$ cat src/rtl/ahb_lite_cmd_master.sv
// ahb_lite_cmd_master
// AHB-Lite initiator: queued commands become single-beat word transfers.
// The address phase of one transfer overlaps the data phase of the previous
// one; completed transfers are returned through a response queue.
//
// Handshake semantics (both queues): a transfer happens on a rising HCLK
// edge where valid && ready are both 1. The producer holds valid and its
// payload stable until that edge; ready never depends combinationally on
// valid. Here cmd_ready and rsp_valid are driven from registered counts only.
module ahb_lite_cmd_master #(
  parameter int W_ADDR    = 32,
  parameter int W_DATA    = 32,
  parameter int CMD_DEPTH = 4,
  parameter int RSP_DEPTH = 4
) (
  input  logic              HCLK,
  input  logic              HRESET,
  // command queue
  input  logic              cmd_valid,
  output logic              cmd_ready,
  input  logic              cmd_write,
  input  logic [W_ADDR-1:0] cmd_addr,
  input  logic [W_DATA-1:0] cmd_wdata,
  // response queue
  output logic              rsp_valid,
  input  logic              rsp_ready,
  output logic              rsp_write,
  output logic              rsp_err,
  output logic [W_DATA-1:0] rsp_rdata,
  // AHB-Lite master port
  output logic [W_ADDR-1:0] o_HADDR,
  output logic              o_HWRITE,
  output logic [2:0]        o_HSIZE,
  output logic [2:0]        o_HBURST,
  output logic [1:0]        o_HTRANS,
  output logic [W_DATA-1:0] o_HWDATA,
  input  logic [W_DATA-1:0] i_HRDATA,
  input  logic              i_HREADY,
  input  logic [1:0]        i_HRESP,
  // status
  output logic              busy
);

  localparam int CPW = $clog2(CMD_DEPTH);
  localparam int CCW = CPW + 1;
  localparam int RPW = $clog2(RSP_DEPTH);
  localparam int RCW = RPW + 1;

  localparam logic [1:0] HTRANS_IDLE   = 2'b00;
  localparam logic [1:0] HTRANS_NONSEQ = 2'b10;
  localparam logic [1:0] HRESP_ERROR   = 2'b01;
  localparam logic [2:0] HSIZE_WORD    = 3'b010;
  localparam logic [2:0] HBURST_SINGLE = 3'b000;

  localparam logic [CCW-1:0] CMD_FULL_COUNT = CCW'(CMD_DEPTH);
  localparam logic [RCW-1:0] RSP_CREDITS    = RCW'(RSP_DEPTH);

  // ---------------------------------------------------------------------
  // Command FIFO state
  // ---------------------------------------------------------------------
  logic              r_cmd_write_mem [CMD_DEPTH];
  logic [W_ADDR-1:0] r_cmd_addr_mem  [CMD_DEPTH];
  logic [W_DATA-1:0] r_cmd_wdata_mem [CMD_DEPTH];
  logic [CPW-1:0]    r_cmd_wptr;
  logic [CPW-1:0]    r_cmd_rptr;
  logic [CCW-1:0]    r_cmd_count;

  // ---------------------------------------------------------------------
  // Response FIFO state
  // ---------------------------------------------------------------------
  logic              r_rsp_write_mem [RSP_DEPTH];
  logic              r_rsp_err_mem   [RSP_DEPTH];
  logic [W_DATA-1:0] r_rsp_rdata_mem [RSP_DEPTH];
  logic [RPW-1:0]    r_rsp_wptr;
  logic [RPW-1:0]    r_rsp_rptr;
  logic [RCW-1:0]    r_rsp_count;

  // ---------------------------------------------------------------------
  // Data-phase stage and error flag
  // ---------------------------------------------------------------------
  logic              r_d_vld;
  logic              r_d_write;
  logic [W_DATA-1:0] r_d_wdata;
  logic              r_err_q;

  // ---------------------------------------------------------------------
  // Control wires
  // ---------------------------------------------------------------------
  logic              w_cmd_empty;
  logic              w_cmd_full;
  logic              w_cmd_push;
  logic              w_cmd_pop;
  logic              w_head_write;
  logic [W_ADDR-1:0] w_head_addr;
  logic [W_DATA-1:0] w_head_wdata;
  logic [RCW-1:0]    w_rsp_used;
  logic              w_issue;
  logic              w_addr_accept;
  logic              w_data_done;
  logic              w_resp_is_err;
  logic              w_err_first;
  logic              w_rsp_push;
  logic              w_rsp_pop;
  logic [W_DATA-1:0] w_rsp_push_rdata;

  assign w_cmd_empty  = (r_cmd_count == '0);
  assign w_cmd_full   = (r_cmd_count == CMD_FULL_COUNT);
  assign w_head_write = r_cmd_write_mem[r_cmd_rptr];
  assign w_head_addr  = r_cmd_addr_mem[r_cmd_rptr];
  assign w_head_wdata = r_cmd_wdata_mem[r_cmd_rptr];

  // A response slot is reserved for the transfer already in its data phase,
  // so the response FIFO can never be pushed while full.
  assign w_rsp_used = r_rsp_count + {{(RCW-1){1'b0}}, r_d_vld};

  // Issue is purely a function of registered state so the address phase
  // never depends on same-cycle slave inputs.
  assign w_issue       = !w_cmd_empty && !r_err_q && (w_rsp_used < RSP_CREDITS);
  assign w_addr_accept = w_issue && i_HREADY;
  assign w_data_done   = r_d_vld && i_HREADY;
  assign w_resp_is_err = (i_HRESP == HRESP_ERROR);
  // First cycle of the two-cycle ERROR response.
  assign w_err_first   = r_d_vld && !i_HREADY && w_resp_is_err;

  assign w_cmd_push       = cmd_valid && !w_cmd_full;
  assign w_cmd_pop        = w_addr_accept;
  assign w_rsp_push       = w_data_done;
  assign w_rsp_pop        = rsp_valid && rsp_ready;
  assign w_rsp_push_rdata = r_d_write ? '0 : i_HRDATA;

  // ---------------------------------------------------------------------
  // Command FIFO
  // ---------------------------------------------------------------------

  // Command payload storage; contents are don't-care while the slot is free.
  always_ff @(posedge HCLK) begin
    if (w_cmd_push) begin
      r_cmd_write_mem[r_cmd_wptr] <= cmd_write;
      r_cmd_addr_mem[r_cmd_wptr]  <= cmd_addr;
      r_cmd_wdata_mem[r_cmd_wptr] <= cmd_wdata;
    end
  end

  // Command pointers and occupancy count.
  always_ff @(posedge HCLK or posedge HRESET) begin
    if (HRESET) begin
      r_cmd_wptr  <= '0;
      r_cmd_rptr  <= '0;
      r_cmd_count <= '0;
    end else begin
      if (w_cmd_push) r_cmd_wptr <= r_cmd_wptr + 1'b1;
      if (w_cmd_pop)  r_cmd_rptr <= r_cmd_rptr + 1'b1;
      case ({w_cmd_push, w_cmd_pop})
        2'b10:   r_cmd_count <= r_cmd_count + 1'b1;
        2'b01:   r_cmd_count <= r_cmd_count - 1'b1;
        default: r_cmd_count <= r_cmd_count;
      endcase
    end
  end

  // ---------------------------------------------------------------------
  // Data-phase stage
  // ---------------------------------------------------------------------

  // Capture the accepted head into the data stage; hold through wait states.
  always_ff @(posedge HCLK or posedge HRESET) begin
    if (HRESET) begin
      r_d_vld   <= 1'b0;
      r_d_write <= 1'b0;
      r_d_wdata <= '0;
    end else if (w_addr_accept) begin
      r_d_vld   <= 1'b1;
      r_d_write <= w_head_write;
      r_d_wdata <= w_head_wdata;
    end else if (i_HREADY) begin
      r_d_vld   <= 1'b0;
    end
  end

  // Error flag: set in the first ERROR cycle, cleared by the completing edge.
  // While set, the next address phase is suppressed so the head is reissued.
  always_ff @(posedge HCLK or posedge HRESET) begin
    if (HRESET) begin
      r_err_q <= 1'b0;
    end else if (i_HREADY) begin
      r_err_q <= 1'b0;
    end else if (w_err_first) begin
      r_err_q <= 1'b1;
    end
  end

  // ---------------------------------------------------------------------
  // Response FIFO
  // ---------------------------------------------------------------------

  // Response payload storage written at data-phase completion.
  always_ff @(posedge HCLK) begin
    if (w_rsp_push) begin
      r_rsp_write_mem[r_rsp_wptr] <= r_d_write;
      r_rsp_err_mem[r_rsp_wptr]   <= w_resp_is_err;
      r_rsp_rdata_mem[r_rsp_wptr] <= w_rsp_push_rdata;
    end
  end

  // Response pointers and occupancy count.
  always_ff @(posedge HCLK or posedge HRESET) begin
    if (HRESET) begin
      r_rsp_wptr  <= '0;
      r_rsp_rptr  <= '0;
      r_rsp_count <= '0;
    end else begin
      if (w_rsp_push) r_rsp_wptr <= r_rsp_wptr + 1'b1;
      if (w_rsp_pop)  r_rsp_rptr <= r_rsp_rptr + 1'b1;
      case ({w_rsp_push, w_rsp_pop})
        2'b10:   r_rsp_count <= r_rsp_count + 1'b1;
        2'b01:   r_rsp_count <= r_rsp_count - 1'b1;
        default: r_rsp_count <= r_rsp_count;
      endcase
    end
  end

  // ---------------------------------------------------------------------
  // Outputs
  // ---------------------------------------------------------------------

  // Address phase: present the FIFO head only while issuing, else park IDLE.
  always_comb begin
    o_HTRANS = HTRANS_IDLE;
    o_HADDR  = '0;
    o_HWRITE = 1'b0;
    if (w_issue) begin
      o_HTRANS = HTRANS_NONSEQ;
      o_HADDR  = w_head_addr;
      o_HWRITE = w_head_write;
    end
  end

  // Data phase, fixed transfer attributes, queue status and busy.
  always_comb begin
    o_HWDATA  = r_d_vld ? r_d_wdata : '0;
    o_HSIZE   = HSIZE_WORD;
    o_HBURST  = HBURST_SINGLE;
    cmd_ready = !w_cmd_full;
    rsp_valid = (r_rsp_count != '0);
    rsp_write = r_rsp_write_mem[r_rsp_rptr];
    rsp_err   = r_rsp_err_mem[r_rsp_rptr];
    rsp_rdata = r_rsp_rdata_mem[r_rsp_rptr];
    busy      = !w_cmd_empty || r_d_vld || r_err_q;
  end

endmodule

$ cat config.mk
export PLATFORM = sky130hd
export DESIGN_NAME = ahb_lite_cmd_master
export DESIGN_NICKNAME = d
export VERILOG_FILES = /design/src/rtl/ahb_lite_cmd_master.sv
export SDC_FILE = /design/constraint.sdc
export NUM_CORES = 1
export LEC_CHECK = 0
export BUFFER_PORTS_ARGS = -buffer_cell sky130_fd_sc_hd__buf_2
export CORE_UTILIZATION = 52
export DETAILED_ROUTE_END_ITERATION = 10
export GPL_TIMING_DRIVEN = 0
export PLACE_DENSITY = 0.85
export SLEW_MARGIN = 20
export SYNTH_ARGS = -nofsm -noshare
export SYNTH_HDL_FRONTEND = slang
export SYNTH_SLANG_ARGS = --single-unit
$ cat constraint.sdc
create_clock -name HCLK -period 2.53 [get_ports HCLK]
set_input_delay 0.1265 -clock HCLK [delete_from_list [all_inputs] [get_ports HCLK]]
set_output_delay 0.1265 -clock HCLK [all_outputs]
set_load 0.05 [all_outputs]
==> results.md <==
* First-pass DRT Iterations at 5
* Vias in the first global route at 9439
* Yosys top cell area share at 69.0%
* Hold depth at 2
* HPWL after detailed placement at 21500 um
* Critical path's top delay family: buffers and inverters
* Setup-failing EPs final at 0
* Clock root buffer: clkbuf_16
* Cell taking the most area after synthesis: edfxtp_1
* Die height at 184 um
* Reg2reg setup slack at 0.20 ns
* VDD IR-drop max at 0.00101 V
* Min Clock Period, post-route at 2.43 ns
* TNS Setup at 0 ns
* Share of post-route cells with drive strength above 1 at 39.6%
* GRT Residual Overflow at 0
* Crit path launch type: register
* Worst Path Buf+Inv at 2
* First-pass GRT wire length at 55200 um
* WHS at 0.0243 ns
* Largest net degree at the start of global routing at 50
* Port buffer count at 205
* CTS Buf Count at 44
* Most frequent cells in the layout: edfxtp_1, buf_2, mux4_2
* # fillers at 2113
* Seq. cell area at 13100 sq um
* Synth cell types at 31
* Drt drc at 0
* FF-to-FF Start: r_d_vld
* Sequential-to-total area share from yosys stat at 76.1%
* Final worst slack at 0.104 ns
* Most common cell after layout, fill and taps aside: edfxtp_1
* CTS tree: done
* Initial drt markers at 677
* Fmax at 412 MHz
* Die width at 184 um
* CP required at 2.40 ns
* # rows at 66
* CP max FO at 10
* Htree depth at 2
* Cells on worst reg2reg path at 11
* Period utilization at 95.9%
* Synthesized cell area at 17200 sq um
* Die area at 33900 sq um
* Slew HR at 52.7%
* Yosys reg bits at 445
* Arrival @ worst endpoint at 2.30 ns
* Overall power at 28.3 mW
* Initial antenna violation count at 2
* Slowest library cell on the worst path: clkbuf_1
* Max Cap Viol at 0
* Min-delay src: i_HRDATA[10]
* Routed Antenna Nets at 0
* Routability cong. at 0.724
* RSZ-0062 raised after global routing: true
* Initial Util at 52.9%
* Worst path cell trace: nor3_2 > nor2_4 > clkbuf_1 > and3_1 > buf_2
* Vias at 8858
* Mean Syn Cell Area at 21.6 sq um
* Wire length per cell at 22.5 um
* Post-Place Worst Slack at -0.479 ns
* Area taken by multi-input logic gates at 3870 sq um
* Post-synthesis cell count at 797
* WHS Endpoint: r_rsp_rdata_mem[1][10]
* Worst skew pair latency at 0.53 ns
* WL final at 36500 um
* Reg clk slew, reported paths at 0.06 ns
* Final core utilization at 65.4%
* Core area at 32600 sq um
* Reg2Reg Capture Point: r_cmd_count[2]
* Slowest cell delay on critical path at 0.41 ns
* Fin nets at 1254
* I/O pin count at 214
* Top post-synthesis cells by area: edfxtp_1, mux4_2, dfrtp_1, mux2_4, and3_1
* Worst-Margin Slew at 0.709 ns
* Power Dens Cells at 1330 nW/um^2
* Fin Clk Skew at 0.0118 ns
* Routed vias/inst at 5.48
* Clock Path Buffers at 3
* HP Class: in -> reg
* Synthesis warning total at 0
* Final Max Slew Viols at 0
* Synth-to-Final Area Change at 23.8%
* Overall Global Routing Usage at 22.0%
* Leakage at 7.94 nW
* Clock Sinks at 445
* Status: finished clean
* Final Hold Viols at 0
* Critical path class: reg -> out
* Endpoint class of the critical path: output port
## flip-flops by register name, indices dropped and copies added (netlist names)
signal	cells
r_cmd_addr_mem	128
r_cmd_wdata_mem	128
r_rsp_rdata_mem	128
r_d_wdata	32
r_cmd_write_mem	4
r_rsp_err_mem	4
r_rsp_write_mem	4
r_cmd_count	3
r_rsp_count	3
r_cmd_rptr	2
r_cmd_wptr	2
r_rsp_rptr	2
r_rsp_wptr	2
r_d_vld	1
r_d_write	1
r_err_q	1
## metrics by stage
stage          instances  cell area (sq um)
4_1_cts             1615              21300
3_3_place_gp        1449              18800
3_5_place_dp        1457              19000
5_1_grt             1616              21300
2_1_floorplan        802              17300
6_report            1617              21300
## layout make-up
| type | instances | area share, % |
|---|---|---|
| Antenna cell | 2 | 0.0234 |
| Inverter | 15 | 0.275 |
| Multi-Input combinational cell | 294 | 18.1 |
| Tap cell | 442 | 2.59 |
| Clock inverter | 23 | 1.14 |
| Sequential cell | 445 | 61.5 |
| Timing Repair Buffer | 292 | 9.34 |
| Clock buffer | 58 | 5.64 |
| Buffer | 46 | 1.39 |
## power by group
part / total (mW) / internal [mW] / switching [mW]
combinational: 11.4 / 4.07 / 7.31
sequential: 10.4 / 9.82 / 0.539
clock: 6.54 / 3.87 / 2.67
total: 28.3 / 17.8 / 10.5
## layer usage
layer / global-route usage, % / wire [um] / up-vias
met1: 27.9 / 14100 / 4586
met5: 0 / 13 / -
met2: 38.5 / 18800 / 352
li1: - / - / 3865
met3: 5.45 / 2970 / 53
met4: 4.77 / 539 / 2
## kinds of logic after synthesis
kind of cell	Yosys count	synth area share [%]
AOI/OAI and AO/OA	3	0.0871
and+or+nand+nor	124	4.41
buffers and inverters	63	1.84
other	2	0.0436
adders and majority gates	12	0.958
DFF	445	76.1
muxes	135	15.9
xor gates and xnor gates	13	0.704
## how the worst max path moves through the flow
stage,from,cells past startpoint,end,slack [ns]
3_3_place_gp,r_d_vld,11,r_cmd_count[2],-0.41
2_1_floorplan,r_cmd_count[0],10,r_cmd_count[2],0.10
5_1_grt,r_cmd_count[0],5,o_HADDR[5],-0.002
6_report,r_cmd_count[0],5,o_HADDR[22],0.10
4_1_cts,r_d_vld,6,o_HADDR[26],0.001
3_5_place_dp,r_d_vld,11,r_cmd_count[2],-0.48
## synth_stat cells
cell type	number
mux4_2	99
xor2_1	5
fa_1	2
dfrtp_1	49
nand4_1	1
nand3_1	2
ha_1	10
nor3_1	1
or3_1	1
buf_1	4
conb_1	2
and2_1	34
o21ai_0	2
xor2_2	1
buf_6	4
nand2_1	5
and3_1	41
clkbuf_1	21
buf_4	11
mux2i_1	1
edfxtp_1	396
mux2_4	27
nor2b_1	33
xnor2_1	7
nor2_1	4
buf_2	8
mux2_2	8
nor2_2	1
inv_1	15
nand3_4	1
a21oi_1	1
## repair_timing
item                                    CTS  global route
pin swaps                                 1             1
gates resized for setup                  26            10
setup buffers                             6             0
hold endpoints to repair                331             0
hold buffers                             73             0
endpoints found under the setup margin   65            36
Note: power is estimated with default switching activity, not from simulation.
